**config.mk**
```make
export PLATFORM = sky130hd
export DESIGN_NAME = sys_array_ctrl
export DESIGN_NICKNAME = d
export VERILOG_FILES = /design/src/rtl/sys_array_ctrl.sv
export SDC_FILE = /design/constraint.sdc
export NUM_CORES = 1
export LEC_CHECK = 0
export ABC_AREA = 1
export ABC_CLOCK_PERIOD_IN_PS = 1700
export BUFFER_PORTS_ARGS = -buffer_cell sky130_fd_sc_hd__buf_2
export CORE_ASPECT_RATIO = 2
export CORE_MARGIN = 3
export CORE_UTILIZATION = 50
export CTS_CLUSTER_SIZE = 12
export DETAILED_ROUTE_END_ITERATION = 8
export GPL_ROUTABILITY_DRIVEN = 0
export PLACE_DENSITY = 0.77
export SLEW_MARGIN = 20
export SYNTH_ARGS = -nofsm -noshare
export SYNTH_HDL_FRONTEND = slang
export SYNTH_SLANG_ARGS = --single-unit
```
**constraint.sdc**
```tcl
create_clock -name clk -period 1.7 [get_ports clk]
set_input_delay 0.085 -clock clk [delete_from_list [all_inputs] [get_ports clk]]
set_output_delay 0.085 -clock clk [all_outputs]
set_load 0.05 [all_outputs]
```
**src/rtl/sys_array_ctrl.sv**
```systemverilog
// sys_array_ctrl: job sequencer for a weight-stationary ROWS x COLS systolic MAC array.
// Loads weights row by row, streams skewed input vectors, drains, then pulses done.
module sys_array_ctrl #(
    parameter int ROWS   = 4,
    parameter int COLS   = 4,
    parameter int ADDR_W = 8,
    parameter int CNT_W  = 8
) (
    input  logic              clk,
    input  logic              reset_n,
    input  logic              start,
    input  logic [CNT_W-1:0]  num_vectors,
    input  logic [ADDR_W-1:0] w_base,
    input  logic [ADDR_W-1:0] x_base,
    input  logic [ADDR_W-1:0] y_base,
    output logic              busy,
    output logic              done,
    output logic              w_rd_en,
    output logic [ADDR_W-1:0] w_rd_addr,
    output logic [ROWS-1:0]   param_load_row,
    output logic              x_rd_en,
    output logic [ADDR_W-1:0] x_rd_addr,
    output logic [ROWS-1:0]   row_valid,
    output logic              y_wr_en,
    output logic [ADDR_W-1:0] y_wr_addr
);
    localparam int D  = ROWS + COLS;
    localparam int LW = ROWS > 1 ? $clog2(ROWS) : 1;

    localparam logic [2:0] IDLE    = 3'd0;
    localparam logic [2:0] LOAD    = 3'd1;
    localparam logic [2:0] COMPUTE = 3'd2;
    localparam logic [2:0] DRAIN   = 3'd3;
    localparam logic [2:0] DONE    = 3'd4;

    logic [2:0]        state;
    logic [LW-1:0]     lcnt;
    logic [CNT_W-1:0]  vcnt, wcnt, n_q;
    logic [ADDR_W-1:0] w_base_q, x_base_q, y_base_q;
    logic [D-1:0]      xd;

    assign busy      = state != IDLE;
    assign done      = state == DONE;
    assign w_rd_en   = state == LOAD;
    assign x_rd_en   = state == COMPUTE;
    assign w_rd_addr = w_base_q + ADDR_W'(lcnt);
    assign x_rd_addr = x_base_q + ADDR_W'(vcnt);
    assign y_wr_addr = y_base_q + ADDR_W'(wcnt);
    // xd[k-1] is x_rd_en delayed k cycles: row r sees it after 1+r, the last column after ROWS+COLS
    assign row_valid = xd[ROWS-1:0];
    assign y_wr_en   = xd[D-1];

    always_ff @(posedge clk) begin
        if (!reset_n) begin
            state          <= IDLE;
            lcnt           <= '0;
            vcnt           <= '0;
            wcnt           <= '0;
            n_q            <= '0;
            w_base_q       <= '0;
            x_base_q       <= '0;
            y_base_q       <= '0;
            xd             <= '0;
            param_load_row <= '0;
        end else begin
            xd             <= {xd[D-2:0], x_rd_en};
            param_load_row <= w_rd_en ? ROWS'(1) << lcnt : '0;
            if (y_wr_en) wcnt <= wcnt + 1'b1;
            case (state)
                IDLE: if (start) begin
                    n_q      <= num_vectors;
                    w_base_q <= w_base;
                    x_base_q <= x_base;
                    y_base_q <= y_base;
                    lcnt     <= '0;
                    vcnt     <= '0;
                    wcnt     <= '0;
                    state    <= num_vectors == '0 ? DONE : LOAD;
                end
                LOAD: begin
                    lcnt <= lcnt + 1'b1;
                    if (lcnt == LW'(ROWS - 1)) state <= COMPUTE;
                end
                COMPUTE: begin
                    vcnt <= vcnt + 1'b1;
                    if (vcnt == n_q - 1'b1) state <= DRAIN;
                end
                DRAIN: if (y_wr_en && wcnt == n_q - 1'b1) state <= DONE;
                DONE: state <= IDLE;
                default: state <= IDLE;
            endcase
        end
    end
endmodule
```
Yosys cells after proc, flatten, opt, wreduce, memory -nomap -nowiden
Cells that the tools add are included.
- add/sub/neg operators: 7
- multiplexer cells: 13
- shifts and indexed selects: 1
- bitwise gates (word level): 0
- magnitude comparators: 0
- div/mod/pow operators: 0
- reduce and logical (&&, ||, !) cells: 11
- $mul: 0
- eq/ne operators: 11
- operators by type and width (operator ; count):
    8-bit two-way mux ; 4
    8-bit by 1-bit adder with 8-bit output, second input constant ; 2
    8-bit adder ; 2
    8-bit equality test ; 2
    8-bit one-hot mux with 2 select lines ; 1
    3-bit two-way mux ; 5
    3-bit one-hot mux with 4 select lines ; 1
    8-bit by 2-bit adder with 8-bit output ; 1
    8-bit logical NOT ; 1
    2-bit AND reduction ; 4
    8-bit by 1-bit subtractor with 8-bit output, second input constant ; 1
    3-bit by 2-bit equality test with 1-bit output, second input constant ; 2
    2-bit by 1-bit != test with 1-bit output, second input constant ; 2
    2-bit != test, second input constant ; 2
    2-bit one-hot mux with 2 select lines ; 1
    4-bit AND reduction ; 1
    2-bit nonzero test ; 2
    1-bit by 2-bit << shifter with 4-bit output, first input constant ; 1
    3-bit by 1-bit equality test with 1-bit output, second input constant ; 1
    3-bit equality test, second input constant ; 1
    3-bit logical NOT ; 1
    3-bit nonzero test ; 1
    2-bit by 1-bit adder with 2-bit output, second input constant ; 1
    2-bit equality test, second input constant ; 1
    2 further kinds ; 2
- ROM bits: 0
- latch bits: 0
- bits in writable memories: 0
- memories kept: 0
- output and inout bits: 37
- word-level logic and storage cells: 53
- flip-flop bits (word level): 65
- input bits: 35

Logic depth before layout (Yosys ltp)
Gate-level depths: netlist (run 1).
- word-level depth: 5
- mapped depth: 14
- gate-level depth less buffers: 14

Least setup slack after synthesis (run 1)
OpenSTA, ideal clock, no wires.
- kind: register to output
- start point: register vcnt[0]
- end point: output port x_rd_addr[6]
- slack: -711 ps
- arrival: 2326 ps
- path buffers: 0
- cell stages (with the launch flop): 8
- required time: 1615 ps
- path through: dfxtp_1 ha_1 inv_1 fa_1 o21ai_0 a21oi_1 o21ai_0 xor2_1
- cells in the longest elaborated chain, start to end: 1
- RTL lines (item ; RTL line ; RTL):
    start: declaration ; 38 ; logic [CNT_W-1:0] vcnt, wcnt, n_q;
    start signal: assignment ; 85 ; vcnt <= vcnt + 1'b1;
    8-bit adder ; 47 ; assign x_rd_addr = x_base_q + ADDR_W'(vcnt);
    end: declaration ; 22 ; output logic [ADDR_W-1:0] x_rd_addr,
No other way between the ends.

Final worst setup path (run 1)
- start point: register vcnt[2]
- end point: output port x_rd_addr[7]
The elaborated chain is that of the path after synthesis.

==> results of run 1 <==
## synthesized netlist by cell type
library cell  count
a211oi_1          3
a21o_1            2
a21oi_1          54
a21oi_2           1
a221oi_1          2
a31o_2            1
a32o_1            2
buf_4             5
clkbuf_1         11
clkinv_1          1
dfxtp_1          65
fa_1              3
ha_1             20
inv_1            61
inv_2             3
mux2i_1           1
nand2_1         100
nand2_2           4
nand3_1          39
nand3b_1          1
nand4_1           3
nor2_1           31
nor2_2            2
nor2_4            1
nor3_1            9
nor3_2            4
nor3b_1           4
nor4_1            1
o21ai_0          29
o22ai_1           1
xnor2_1           5
xor2_1           18
## sequential cells by signal (all words and copies together) (netlist names), 4 cells and up
register,cells
param_load_row,4
y_base_q,8
vcnt,8
x_base_q,8
xd,8
wcnt,8
w_base_q,8
n_q,8
## cells in the final DEF, fill, tap and decap left out, types with 3 or more instances in the layout
cell	count
xor2_2	9
nor3_1	3
fa_2	3
xnor2_2	3
dfxtp_1	47
xor2_4	4
nand2_1	97
inv_2	10
clkbuf_16	9
buf_2	50
inv_1	53
clkbuf_1	4
nor3_4	4
ha_4	11
ha_1	9
dfxtp_2	13
nor3_2	6
nand3_1	36
nor2_1	27
a211oi_1	3
dlygate4sd3_1	8
nand4_1	3
o21ai_0	21
buf_4	57
nand2_2	7
dfxtp_4	5
nor3b_1	4
xor2_1	5
buf_6	27
nor2_4	5
a21oi_2	5
o21ai_2	6
a21oi_4	4
a21oi_1	46
## per-layer routing
metal	GRT usage (%)	wire (um)
met2	55.2	6890
met1	26.7	3770
met4	20.2	677
met3	4.85	581
met5	0	0
## final cells by class
cell class	instances	area share, %
clock buffers	15	4.91
inverters	65	4.52
multi-input cells	341	44.5
flip-flops and latches	65	24.5
well taps	88	2.02
repair buffers	143	19.6
## what timing repair did
action	4_1_cts	5_1_grt
setup endpoints to repair	25	37
hold endpoints to repair	8	0
pin swaps	25	19
setup buffers	13	5
resized for setup	74	42
hold buffers	8	0
## kinds of logic (layout without fill, tap and decap cells)
logic type,Yosys count,count (layout),share of synthesized area (%)
xor+xnor,23,23,5.68
buf+inv,81,223,9.11
compound gates,95,95,14.5
fa+ha+maj,23,23,8.76
simple gates,199,199,24.9
mux,1,1,0.282
flops,65,65,36.7
## worst paths after layout
path | start | to | slack (ps)
hold / removal | x_base[0] | x_base_q[0] | 6
setup / recovery | vcnt[2] | x_rd_addr[7] | -480
setup reg to reg | n_q[1] | state[1] | -40
hold reg to reg | xd[5] | xd[6] | 410
## critical path: stages, from the launching register on
cell     delay [ps]
dfxtp_2         330
ha_4            240
a21oi_2         110
nand2_1          80
a21o_1          190
a21oi_2         180
o21ai_2          90
a21oi_4         210
xor2_4          160
buf_6           170
## power groups by stage
stage | combinational (W) | sequential, W | clock [W]
finish | 0.00344 | 0.00203 | 0.00170
global route | 0.00375 | 0.00205 | 0.00177
CTS | 0.00329 | 0.00200 | 0.00170
detailed placement | 0.00303 | 0.00200 | 0
global placement | 0.00295 | 0.00198 | 0
floorplan | 0.00219 | 0.00202 | 0
## per-stage QoR
| stage | setup WS (ps) | cells | cell area, sq um | TNS (ps) | utilization [%] |
|---|---|---|---|---|---|
| after floorplan | -232 | 487 | 3800 | -1430 | - |
| after global placement | -265 | 682 | 4580 | -1050 | 68.0 |
| after detailed placement | -280 | 682 | 4580 | -1550 | 68.0 |
| after CTS | -468 | 716 | 5290 | -4040 | 78.7 |
| after global routing | -571 | 717 | 5460 | -5270 | 81.1 |
| final | -481 | 717 | 5460 | -4000 | 81.1 |
==> results.sh, run 1 <==
export IMPL_status="finished, violations left"
export IMPL_violations="negative setup slack"
export IMPL_drc=0
export IMPL_ys_ff_latch=65
export IMPL_tightest_slew_ps=505
export IMPL_ant_nets=0
export IMPL_antenna_found_initial=0
export IMPL_clkPwrFrac_pct=23.7
export IMPL_finalWorstSetupSlack_ps=-481
export IMPL_slew_headroom_pct=66.0
export IMPL_io_pins=72
export IMPL_clk_latency_ps=330
export IMPL_syn_avg_cell_area_sq_um=7.28
export IMPL_drv_cap=0
export IMPL_yosysTopAreaCellShare_pct=36.7
export IMPL_cts_htree_levels=3
export IMPL_dieArea_sq_um=8190
export IMPL_fin_nets=683
export IMPL_grt_usage_pct=29.2
export IMPL_grt_pass1_vias=4183
export IMPL_setup_violations_final=20
export IMPL_synth_area_leaders="dfxtp_1 (37%), nand2_1 (11%), a21oi_1 (7.6%)"
export IMPL_hp_class="in -> reg"
export IMPL_die_h_um=125
export IMPL_grt_pass1_wl_mm=18.6
export IMPL_wirelength_mm=11.9
export IMPL_hold_viol=0
export IMPL_syn_cell_area_sq_um=3540
export IMPL_clkSinkCount=65
export IMPL_synth_cell_type_count=32
export IMPL_share_comb_of_total_power_pct=48.0
export IMPL_yosys_warnings=0
export IMPL_slew_viol_final=0
export IMPL_grt_max_degree=28
export IMPL_timing_fmax_mhz=459
export IMPL_critical_path_class="reg -> out"
export IMPL_power_switching_w=0.00312
export IMPL_r2r_cells=13
export IMPL_num_vias=3895
export IMPL_arrival_ps=2100
export IMPL_startpoint_type="flip-flop"
export IMPL_die_w_um=65.5
export IMPL_holdWs_ps=5.66
export IMPL_synth_largest_area_cell="dfxtp_1"
export IMPL_cp_data_required_time_ps=1620
export IMPL_fin_crit_ps=2180
export IMPL_fp_coreArea_sq_um=6730
export IMPL_total_power_w=0.00717
export IMPL_diodes=0
export IMPL_final_period_utilization_pct=128
export IMPL_hpwl_mm=7.94
export IMPL_nFillCells=430
export IMPL_drive_gt1_share_pct=39.4
export IMPL_multi_input_area_sq_um=2430
export IMPL_intPower_w=0.00405
export IMPL_netSwitchingFraction_pct=43.5
export IMPL_rsz0062_at_grt="yes"
export IMPL_gr_total_overflow=0
export IMPL_via_per_inst=5.43
export IMPL_cts_tree="built"
export IMPL_leakagePower_nw=2.47
export IMPL_powerDensity_nw_per_um2=1310
export IMPL_clkSlewWorstSetupHoldPaths_ps=60
export IMPL_drtIter0Drc=155
export IMPL_regArea_sq_um=1340
export IMPL_ys_seq_area_share_pct=36.7
export IMPL_syn_nets=545
export IMPL_crit_path_max_fanout=3
export IMPL_cts_buffer_depth=2
export IMPL_power_frac_seq_pct=28.3
export IMPL_peakVddDrop_mv=0.951
export IMPL_netlist_instances=487
export IMPL_holdPathStages=3
export IMPL_cts_buffers=9
export IMPL_start_util_pct=52.7
export IMPL_worstSetupEndpointType="output port"
export IMPL_skew_ps=6.17
export IMPL_fp_row_count=42
export IMPL_cts_root_buf="clkbuf_16"
export IMPL_post_drt_wl_per_cell_um=16.6
export IMPL_io_buffers=71
export IMPL_dr_pass1_iters=4
export IMPL_area_delta_synth_final_pct=54.0
Note: power is estimated with default switching activity, not from simulation.
==> run 2: changes to the inputs <==
CORE_MARGIN = 4   (was 3)
REMOVE_ABC_BUFFERS = 1   (was unset)
==> run 2 against run 1 <==
  * Highest routed layer unchanged
  * The run ends with negative hold slack, negative setup slack left
  * Power increased by 3.9%
  * Combinational power shrank 1%
  * Sequential power about the same
  * Clock power increased by 20%
  * Fmax fell by 2.2%
==> results.sh, run 2 (synthesized netlist as in run 1, its figures left out) <==
export IMPL_status="finished, violations left"
export IMPL_violations="negative hold slack, negative setup slack"
export IMPL_cts_buffer_depth=2
export IMPL_io_buffers=71
export IMPL_timing_fmax_mhz=449
export IMPL_clk_latency_ps=340
export IMPL_startpoint_type="flip-flop"
export IMPL_layout_commonest_cell="nand2_1"
export IMPL_crit_path_frequent_cell="a21oi_2"
export IMPL_ant_nets=0
export IMPL_powerDensity_nw_per_um2=1420
export IMPL_cpPeakStageDelay_ps=330
export IMPL_gr_total_overflow=0
export IMPL_dr_pass1_iters=7
export IMPL_cp_data_required_time_ps=1620
export IMPL_fp_row_count=43
export IMPL_via_per_inst=5.39
export IMPL_cp_cell_sequence="ha_4, a21oi_2, nand2_2, a21o_1, a21oi_2, o21ai_1, a21oi_1, xor2_1, buf_4"
export IMPL_drv_cap=0
export IMPL_multi_input_area_sq_um=2220
export IMPL_crit_family="compound AO/OA/AOI/OAI gates"
export IMPL_critical_path_class="reg -> out"
export IMPL_slew_headroom_pct=75.6
export IMPL_drc=0
export IMPL_final_period_utilization_pct=131
export IMPL_fin_nets=678
export IMPL_rsz0062_at_grt="yes"
export IMPL_die_w_um=67.5
export IMPL_setup_violations_final=19
export IMPL_wirelength_mm=11.2
export IMPL_fin_crit_ps=2230
export IMPL_post_drt_wl_per_cell_um=15.6
export IMPL_dpl_cell_area_sq_um=4290
export IMPL_drive_gt1_share_pct=36.8
export IMPL_area_delta_synth_final_pct=47.8
export IMPL_hp_class="in -> reg"
export IMPL_hpwl_mm=7.36
export IMPL_fin_area_sq_um=5240
export IMPL_grt_pass1_wl_mm=17.9
export IMPL_cts_root_buf="clkbuf_16"
export IMPL_worstSetupEndpointType="output port"
export IMPL_leakagePower_nw=2.42
export IMPL_cts_htree_levels=3
export IMPL_fp_coreArea_sq_um=6940
export IMPL_antenna_found_initial=0
export IMPL_grt_usage_pct=27.3
export IMPL_cts_buffers=9
export IMPL_nFillCells=464
export IMPL_clkSlewWorstSetupHoldPaths_ps=50
export IMPL_cpMaxStageDelayCell="dfxtp_2"
export IMPL_io_pins=72
export IMPL_grt_pass1_vias=4048
export IMPL_regArea_sq_um=1320
export IMPL_peakVddDrop_mv=1.30
export IMPL_finalWorstSetupSlack_ps=-530
export IMPL_die_h_um=127
export IMPL_num_vias=3858
export IMPL_critPathBufInv=1
export IMPL_start_util_pct=51.1
export IMPL_tightest_slew_ps=364
export IMPL_slew_viol_final=0
export IMPL_hold_viol=1
export IMPL_crit_path_max_fanout=3
export IMPL_cts_tree="built"
export IMPL_final_cell_mix="nand2_1 (95), buf_4 (60), inv_1 (53)"
export IMPL_holdWs_ps=-3.11
export IMPL_total_power_w=0.00745
export IMPL_skew_ps=5.23
export IMPL_clkSinkCount=65
export IMPL_grt_max_degree=30
export IMPL_dieArea_sq_um=8580
export IMPL_arrival_ps=2140
export IMPL_drtIter0Drc=217
-- run 2: cell types whose count changed in the layout (fill, tap and decap cells not counted), sizes merged --
cell and delta:
clkbuf -5, diode +1, clkinvlp +1, buf -5
dlygate4sd3 +1, bufinv +2, clkinv +2
-- run 2: worst min-delay path, delay by kind of cell --
kind                   cells  cell delay (ps)
buffers and inverters      1              100
AND/OR/NAND/NOR            1               50
AO/OA/AOI/OAI              1               50
-- run 2: routing by layer --
layer / share of wire, % / global-route usage, % / wire [um] / vias up
met5: 0 / 0 / 0 / -
met4: 5.4 / 18.8 / 599 / 0
met3: 3.7 / 5.19 / 410 / 48
met2: 57 / 48.6 / 6330 / 131
met1: 34 / 26.8 / 3840 / 1820
li1: - / - / - / 1859
-- run 2: where the power goes --
group,leakage [nW],internal (W),switching [W]
clock,0.162,0.00136,0.000687
combinational,1.72,0.00118,0.00221
sequential,0.538,0.00178,0.000240
-- run 2: path summary, 6_finish.rpt --
check | end | slack (ps) | depth (start not counted) | startpoint
max | x_rd_addr[7] | -530 | 9 | x_base_q[2]
min reg2reg | xd[7] | 410 | 2 | xd[6]
min | x_base_q[4] | -3 | 3 | x_base[4]
max reg2reg | state[1] | -10 | 14 | n_q[0]
-- run 2: what timing repair did --
| item | 4_1_cts | 5_1_grt |
|---|---|---|
| gates resized for setup | 84 | 43 |
| pin swaps | 36 | 28 |
| setup buffers | 8 | 6 |
| endpoints found under the setup margin | 24 | 42 |
| hold buffers | 9 | 0 |
| hold endpoints to repair | 9 | 0 |
-- run 2: area by class of cell --
type                       count  area share, %
timing repair buffer         138           19.2
clock inverter                 5           1.48
antenna                        1         0.0478
sequential                    65           25.3
inverter                      65           4.66
clock buffer                  11           4.83
multi-input combinational    341           42.4
tap                           90           2.15
-- run 2: through the flow --
stage / setup slack [ps] / utilization, % / TNS [ps] / hold slack, ps / instances
after floorplan: -711 / - / -7920 / 178 / 471
after global placement: -287 / 61.7 / -1370 / 334 / 679
after detailed placement: -320 / 61.7 / -2010 / 339 / 679
after CTS: -503 / 72.7 / -3990 / 3.90 / 711
after global routing: -594 / 75.4 / -5690 / 8.78 / 715
final: -530 / 75.5 / -4240 / -3.11 / 716
